==> src/rtl/clk_rst_pkg.sv <==
// Shared types and helpers for the clock/reset controller.
package clk_rst_pkg;

    typedef enum logic [1:0] {
        HOLD    = 2'd0,
        RELEASE = 2'd1,
        RUN     = 2'd2
    } rst_state_e;

    localparam int CAUSE_POR = 0;
    localparam int CAUSE_NDM = 1;

    // Ratios of 0 or 1 cannot produce a two-phase clock, so they collapse to 2.
    function automatic logic [31:0] clamp_div(input logic [31:0] ratio);
        logic [31:0] result;
        if (ratio < 32'd2) begin
            result = 32'd2;
        end else begin
            result = ratio;
        end
        return result;
    endfunction

endpackage

==> src/rtl/clk_rst_ctrl_sync_n.sv <==
// Parametrised flop synchroniser with asynchronous active-low clear.
module sync_n #(
    parameter int STAGES = 2
) (
    input  logic clk,
    input  logic rst_n,
    input  logic d,
    output logic q
);

    logic [STAGES-1:0] sync_r;

    // Shift chain; stage 0 captures the asynchronous input
    always_ff @(posedge clk or negedge rst_n) begin
        if (!rst_n) begin
            sync_r <= {STAGES{1'b0}};
        end else begin
            sync_r[0] <= d;
            for (int i = 1; i < STAGES; i++) begin
                sync_r[i] <= sync_r[i-1];
            end
        end
    end

    assign q = sync_r[STAGES-1];

endmodule

==> src/rtl/clk_rst_ctrl.sv <==
// Programmable clock divider with sequenced reset release and ndmreset merge.
// Optional reset-cause register enabled by defining CLK_RST_CAUSE_EN.
module clk_rst_ctrl
    import clk_rst_pkg::*;
#(
    parameter int DIV_W       = 4,
    parameter int DIV_DEFAULT = 2,
    parameter int N_RST       = 2,
    parameter int SYNC_STAGES = 2,
    parameter int RST_HOLD    = 16,
    parameter int STEP_GAP    = 4
) (
    input  logic             sysclk,
    input  logic             sysrst_n,
    input  logic             ndmreset,
    input  logic [DIV_W-1:0] div_set,
    input  logic             div_load,
`ifdef CLK_RST_CAUSE_EN
    input  logic             cause_clr,
    output logic [1:0]       rst_cause,
`endif
    output logic             clkout,
    output logic             clk_en,
    output logic [N_RST-1:0] rst_n_out,
    output logic             busy,
    output logic [DIV_W-1:0] div_cur
);

    localparam int HOLD_W = (RST_HOLD > 1) ? $clog2(RST_HOLD) : 1;
    localparam int GAP_W  = (STEP_GAP > 1) ? $clog2(STEP_GAP) : 1;
    localparam int IDX_W  = (N_RST > 1) ? $clog2(N_RST) : 1;
    localparam logic [N_RST-1:0] RST_ONE = N_RST'(1);

    logic rst_int_n_s;
    logic ndm_s;

    sync_n #(.STAGES(SYNC_STAGES)) u_rst_sync (
        .clk   (sysclk),
        .rst_n (sysrst_n),
        .d     (1'b1),
        .q     (rst_int_n_s)
    );

    sync_n #(.STAGES(SYNC_STAGES)) u_ndm_sync (
        .clk   (sysclk),
        .rst_n (sysrst_n),
        .d     (ndmreset),
        .q     (ndm_s)
    );

    // ---------------- divider ----------------
    logic [DIV_W-1:0] cnt_r, div_cur_r, div_pend_r;
    logic             pend_r, clk_en_r, clkout_r;
    logic [DIV_W-1:0] cnt_next_s, div_next_s, load_val_s;
    logic [DIV_W:0]   half_s;
    logic             wrap_s;

    // Divider next-state: wrap detection, pending ratio applied only at the wrap
    always_comb begin
        wrap_s     = (cnt_r == (div_cur_r - DIV_W'(1)));
        load_val_s = DIV_W'(clamp_div(32'(div_set)));
        half_s     = ({1'b0, div_cur_r} + (DIV_W+1)'(1)) >> 1'b1;
        if (wrap_s) begin
            cnt_next_s = {DIV_W{1'b0}};
            if (pend_r) begin
                div_next_s = div_pend_r;
            end else begin
                div_next_s = div_cur_r;
            end
        end else begin
            cnt_next_s = cnt_r + DIV_W'(1);
            div_next_s = div_cur_r;
        end
    end

    // Divider registers; clkout follows the phase of the previous cycle so it never runts
    always_ff @(posedge sysclk or negedge rst_int_n_s) begin
        if (!rst_int_n_s) begin
            cnt_r      <= {DIV_W{1'b0}};
            div_cur_r  <= DIV_W'(DIV_DEFAULT);
            div_pend_r <= DIV_W'(DIV_DEFAULT);
            pend_r     <= 1'b0;
            clk_en_r   <= 1'b0;
            clkout_r   <= 1'b0;
        end else begin
            cnt_r     <= cnt_next_s;
            div_cur_r <= div_next_s;
            clk_en_r  <= (cnt_next_s == (div_next_s - DIV_W'(1)));
            clkout_r  <= ({1'b0, cnt_r} < half_s);
            if (div_load) begin
                div_pend_r <= load_val_s;
                pend_r     <= 1'b1;
            end else if (wrap_s) begin
                pend_r <= 1'b0;
            end
        end
    end

    assign clkout  = clkout_r;
    assign clk_en  = clk_en_r;
    assign div_cur = div_cur_r;

    // ---------------- reset sequencer ----------------
    rst_state_e        state_r, state_next_s;
    logic [HOLD_W-1:0] hold_cnt_r, hold_next_s;
    logic [GAP_W-1:0]  gap_cnt_r, gap_next_s;
    logic [IDX_W-1:0]  idx_r, idx_next_s;
    logic [IDX_W:0]    idx_inc_s;
    logic [N_RST-1:0]  rst_n_r, rst_next_s;
    logic              busy_r, busy_next_s;

    // Sequencer state and its registered outputs
    always_ff @(posedge sysclk or negedge rst_int_n_s) begin
        if (!rst_int_n_s) begin
            state_r    <= HOLD;
            hold_cnt_r <= {HOLD_W{1'b0}};
            gap_cnt_r  <= {GAP_W{1'b0}};
            idx_r      <= {IDX_W{1'b0}};
            rst_n_r    <= {N_RST{1'b0}};
            busy_r     <= 1'b1;
        end else begin
            state_r    <= state_next_s;
            hold_cnt_r <= hold_next_s;
            gap_cnt_r  <= gap_next_s;
            idx_r      <= idx_next_s;
            rst_n_r    <= rst_next_s;
            busy_r     <= busy_next_s;
        end
    end

    // Sequencer next-state: ndmreset overrides everything, otherwise step on clk_en
    always_comb begin
        state_next_s = state_r;
        hold_next_s  = hold_cnt_r;
        gap_next_s   = gap_cnt_r;
        idx_next_s   = idx_r;
        rst_next_s   = rst_n_r;
        busy_next_s  = busy_r;
        idx_inc_s    = {1'b0, idx_r} + (IDX_W+1)'(1);
        if (ndm_s) begin
            state_next_s = HOLD;
            hold_next_s  = {HOLD_W{1'b0}};
            gap_next_s   = {GAP_W{1'b0}};
            idx_next_s   = {IDX_W{1'b0}};
            rst_next_s   = {N_RST{1'b0}};
            busy_next_s  = 1'b1;
        end else if (clk_en_r) begin
            case (state_r)
                HOLD: begin
                    if (hold_cnt_r == HOLD_W'(RST_HOLD - 1)) begin
                        hold_next_s  = {HOLD_W{1'b0}};
                        gap_next_s   = {GAP_W{1'b0}};
                        idx_next_s   = {IDX_W{1'b0}};
                        rst_next_s   = RST_ONE;
                        if (N_RST == 1) begin
                            state_next_s = RUN;
                            busy_next_s  = 1'b0;
                        end else begin
                            state_next_s = RELEASE;
                        end
                    end else begin
                        hold_next_s = hold_cnt_r + HOLD_W'(1);
                    end
                end
                RELEASE: begin
                    if (gap_cnt_r == GAP_W'(STEP_GAP - 1)) begin
                        gap_next_s = {GAP_W{1'b0}};
                        rst_next_s = rst_n_r | (RST_ONE << idx_inc_s);
                        idx_next_s = idx_inc_s[IDX_W-1:0];
                        if (idx_inc_s == (IDX_W+1)'(N_RST - 1)) begin
                            state_next_s = RUN;
                            busy_next_s  = 1'b0;
                        end else begin
                            state_next_s = RELEASE;
                        end
                    end else begin
                        gap_next_s = gap_cnt_r + GAP_W'(1);
                    end
                end
                RUN: begin
                    busy_next_s = 1'b0;
                end
                default: begin
                    state_next_s = HOLD;
                    hold_next_s  = {HOLD_W{1'b0}};
                    rst_next_s   = {N_RST{1'b0}};
                    busy_next_s  = 1'b1;
                end
            endcase
        end else begin
            state_next_s = state_r;
        end
    end

    assign rst_n_out = rst_n_r;
    assign busy      = busy_r;

`ifdef CLK_RST_CAUSE_EN
    logic       ndm_q_r;
    logic [1:0] cause_r, cause_next_s;

    // Sticky cause bits; a new ndmreset entry wins over a simultaneous clear
    always_comb begin
        if (cause_clr) begin
            cause_next_s = 2'b00;
        end else begin
            cause_next_s = cause_r;
        end
        if (ndm_s && !ndm_q_r) begin
            cause_next_s[CAUSE_NDM] = 1'b1;
        end else begin
            cause_next_s[CAUSE_NDM] = cause_next_s[CAUSE_NDM];
        end
    end

    // Cause register; power-on/system reset leaves the POR bit set
    always_ff @(posedge sysclk or negedge rst_int_n_s) begin
        if (!rst_int_n_s) begin
            ndm_q_r <= 1'b0;
            cause_r <= 2'b01;
        end else begin
            ndm_q_r <= ndm_s;
            cause_r <= cause_next_s;
        end
    end

    assign rst_cause = cause_r;
`endif

endmodule

==> config.mk <==
export PLATFORM = sky130hd
export DESIGN_NAME = clk_rst_ctrl
export DESIGN_NICKNAME = d
export VERILOG_FILES = /design/src/rtl/clk_rst_pkg.sv /design/src/rtl/clk_rst_ctrl_sync_n.sv /design/src/rtl/clk_rst_ctrl.sv
export SDC_FILE = /design/constraint.sdc
export NUM_CORES = 1
export LEC_CHECK = 0
export CAP_MARGIN = 30
export CORE_UTILIZATION = 45
export CTS_CLUSTER_SIZE = 40
export DETAILED_ROUTE_END_ITERATION = 8
export PLACE_DENSITY = 0.65
export SYNTH_ARGS = -nofsm -noshare
export SYNTH_HDL_FRONTEND = slang
export SYNTH_SLANG_ARGS = --single-unit
==> constraint.sdc <==
create_clock -name sysclk -period 1.5 [get_ports sysclk]
set_input_delay 0.375 -clock sysclk [delete_from_list [all_inputs] [get_ports sysclk]]
set_output_delay 0.375 -clock sysclk [all_outputs]
set_load 0.01 [all_outputs]
==> results by group <==
STA
  • Final setup viols: 13
  • Unrepaired setup endpoints after global routing: yes
  • Final Cycle Share: 1.70
  • Fmax: 393 MHz
  • Final-report hold violation count: 0
  • Fin. max-slew vios: 0
  • Final hold slack: 0.199 ns
  • Final Skew: 0.0113 ns
  • Final min period: 2.55 ns
  • Final setup margin: -1.05 ns

Finish
  • Fraction of layout cells with a size suffix above 1: 0.438
  • Core Util, Final: 0.708
  • Nets: 245
  • # diodes: 0
  • Synth-to-layout area growth: 51.5%
  • Final design area excluding fillers: 2590 µm²

Synthesis
  • Number of enable flip-flop cells after synthesis: 0
  • Cell Area, Synth: 1710 µm²
  • Synth Net Count: 180
  • Yosys top cell by area: dfrtp_1
  • Top post-synthesis cells by area: dfrtp_1 (41%), ha_1 (8.8%), dfstp_2 (4.6%)
  • Ys flop type: dfrtp_1
  • Top cells by count, synth: dfrtp_1 (28), nor2_1 (13), ha_1 (12), o21ai_0 (12), a21oi_1 (10)
  • Top-area cell type share of the netlist area: 0.410
  • Fraction of registers with async set or reset after synthesis: 1.00
  • Yosys warnings: 0
  • Cells after synthesis: 160
  • Count leader, synth: dfrtp_1
  • Distinct cell type count after synthesis: 41
  • Sequential-to-total area share from yosys stat: 0.456
  • Yosys reg bits: 31
  • Syn Area/Cell: 10.7 µm²

Setup path
  • Cell family with most CP delay: XOR/XNOR gates
  • Worst Setup SP: div_cur[1]$_DFF_PN1_
  • CP peak stage delay: 0.55 ns
  • WP buf/inv: 2
  • CP dominant cell by count: ha_4
  • Worst EP arrival: 2.77 ns
  • CP max-delay cell: dfstp_2
  • Type of origin of the critical path: flop
  • CP max FO: 6
  • Critical Path, Cell by Cell: inv_2 > ha_4 > xor2_2 > nand3_2 > nor3b_4 > buf_6 > nor2_4 > a21oi_4 > ha_4 > xor3_1 > nor3_2
  • Worst setup EP type: flop
  • WS Path Type: reg2reg
  • Reg-to-Reg Start: div_cur[1]$_DFF_PN1_
  • Required time worst endpoint: 1.72 ns

Clock tree
  • CTS tree: built
  • # hold bufs at CTS: 0
  • Worst-skew pair later-pin latency: 0.29 ns
  • Cts bufs inserted: 5
  • CTS Buffer Depth: 2
  • Clock transition at path regs: 0.07 ns
  • CTS root buf: clkbuf_8
  • # clock sinks: 31
  • # H-tree levels: 2

Routing
  • DRC viols: 0
  • Vias/cell: 5.06
  • Antenna viol nets, final: 0
  • Total wire length: 4030 µm
  • DR iter-0 viols: 25
  • 1st-pass router iterations: 4
  • Vias: 1387
  • Wire per inst: 14.7 µm

Place
  • GP Congestion: 0.882
  • Dpl ws: -1.06 ns
  • I/O Buffers: 16
  • Detail Placement HPWL: 2610 µm
  • Placed Area: 2140 µm²

Floorplanning
  • Die H: 63.7 µm
  • Core Box Area: 3660 µm²
  • Die ar.: 4050 µm²
  • Initial Util: 0.467
  • Die span in x: 63.7 µm
  • Row count: 22
  • I/O Pins: 17

Power and ir drop
  • Peak VDD IR: 1.37 mV
  • Total power: 6260 µW
  • Pleak: 0.00120 µW
  • PwrDens: 2420 nW/µm²

Job
  • Max_cap viols: 0

Global route
  • Number of global-route vias before repair: 1361
  • Antenna violations before repair: 0
  • Largest net degree at the start of global routing: 16
  • Global-route wire length before repair: 6200 µm
  • Total Routing Usage GR: 0.204
  • Total gr overflow: 0

Status
  • Status: finished, violations left
  • Violated checks: setup timing

Worst hold path
  • Worst hold path class: reg2async
==> flip-flops by register name, indices dropped and copies added (netlist names) <==
| name | flops |
|---|---|
| busy | 1 |
| div_pend_r | 4 |
| div_cur | 4 |
| hold_cnt_r | 4 |
| u_ndm_sync.sync_r | 2 |
| pend_r | 1 |
| u_rst_sync.sync_r | 2 |
| gap_cnt_r | 2 |
| state_r | 2 |
| cnt_r | 4 |
| idx_r | 1 |
| rst_n_out | 2 |
| clk_en | 1 |
| clkout | 1 |
==> what timing repair did <==
item,in CTS,in global routing
pin swaps,3,14
setup buffers,10,11
setup endpoints to repair,27,23
gates resized for setup,34,30
==> worst register-to-register path, cell delays in order, from the launching register on <==
cell and delay (ns):
dfstp_2 0.55, inv_2 0.05, ha_4 0.27, xor2_2 0.16, nand3_2 0.13, nor3b_4 0.22
buf_6 0.16, nor2_4 0.05, a21oi_4 0.15, ha_4 0.15, xor3_1 0.42, nor3_2 0.18
==> logic make-up after synthesis <==
family | after synthesis | synth area share
and+or+nand+nor | 48 | 0.159
AOI/OAI and AO/OA | 37 | 0.130
DFF | 31 | 0.456
xor gates and xnor gates | 13 | 0.0922
adders and majority gates | 12 | 0.0878
buffers and inverters | 12 | 0.0329
muxes | 6 | 0.0402
other | 1 | 0.00219
==> final timing paths <==
| check | end | slack, ns | depth (start not counted) |
|---|---|---|---|
| min in group sysclk | u_rst_sync.sync_r[1]$_DFF_PN0_ | 0.35 | 0 |
| worst min register to register | state_r[0]$_DFFE_PN0P_ | 0.20 | 1 |
| worst min-delay path | state_r[0]$_DFFE_PN0P_ | 0.20 | 1 |
| worst max register to register | clk_en$_DFF_PN0_ | -1.05 | 11 |
| max in group asynchronous | div_pend_r[1]$_DFFE_PN1P_ | 1.03 | 1 |
| worst max-delay path | clk_en$_DFF_PN0_ | -1.05 | 11 |
==> cell type report <==
| class | count | area (µm²) |
|---|---|---|
| fillers | 253 | 1070 |
| inverters | 9 | 33.8 |
| repair buffers | 61 | 514 |
| clock inverters | 2 | 35.0 |
| flip-flops and latches | 31 | 781 |
| well taps | 48 | 60.1 |
| multi-input cells | 117 | 1080 |
| clock buffers | 6 | 82.6 |
==> power breakdown <==
part / leakage (µW) / internal [µW] / switching, µW
clock: 0.0000612 / 537 / 322
sequential: 0.000382 / 1060 / 174
combinational: 0.000756 / 2280 / 1880
total: 0.00120 / 3880 / 2380
==> layout by cell type, fill, tap and decap left out, types with 3 or more instances in the layout <==
cell,count
dlygate4sd2_1,5
a21oi_1,6
nand2_1,6
ha_4,4
o21ai_1,3
xor2_2,3
nor2b_2,3
nor2_4,3
buf_6,8
inv_1,7
ha_1,7
nand3_1,5
dfstp_2,3
dfrtp_1,27
clkbuf_8,6
o21ai_0,8
xor2_1,4
clkdlybuf4s50_1,7
a21o_1,4
nor2b_1,4
nand2b_1,5
nor3_1,3
buf_4,38
nor2_1,9
==> metrics by stage <==
step	setup TNS, ns	std cells
finish	-5.54	274
global route	-6.56	274
CTS	-4.71	265
detailed placement	-5.23	248
global placement	-4.33	248
floorplan	-3.81	160
==> routing by layer <==
layer  part of all wire  vias to the layer above  global-route usage
met4              0.024                        0              0.0682
met1               0.45                      675               0.256
li1                   -                      682                   -
met3              0.028                        8              0.0435
met5                  0                        -                   0
met2               0.50                       22               0.344
Note: power is estimated with default switching activity, not from simulation.
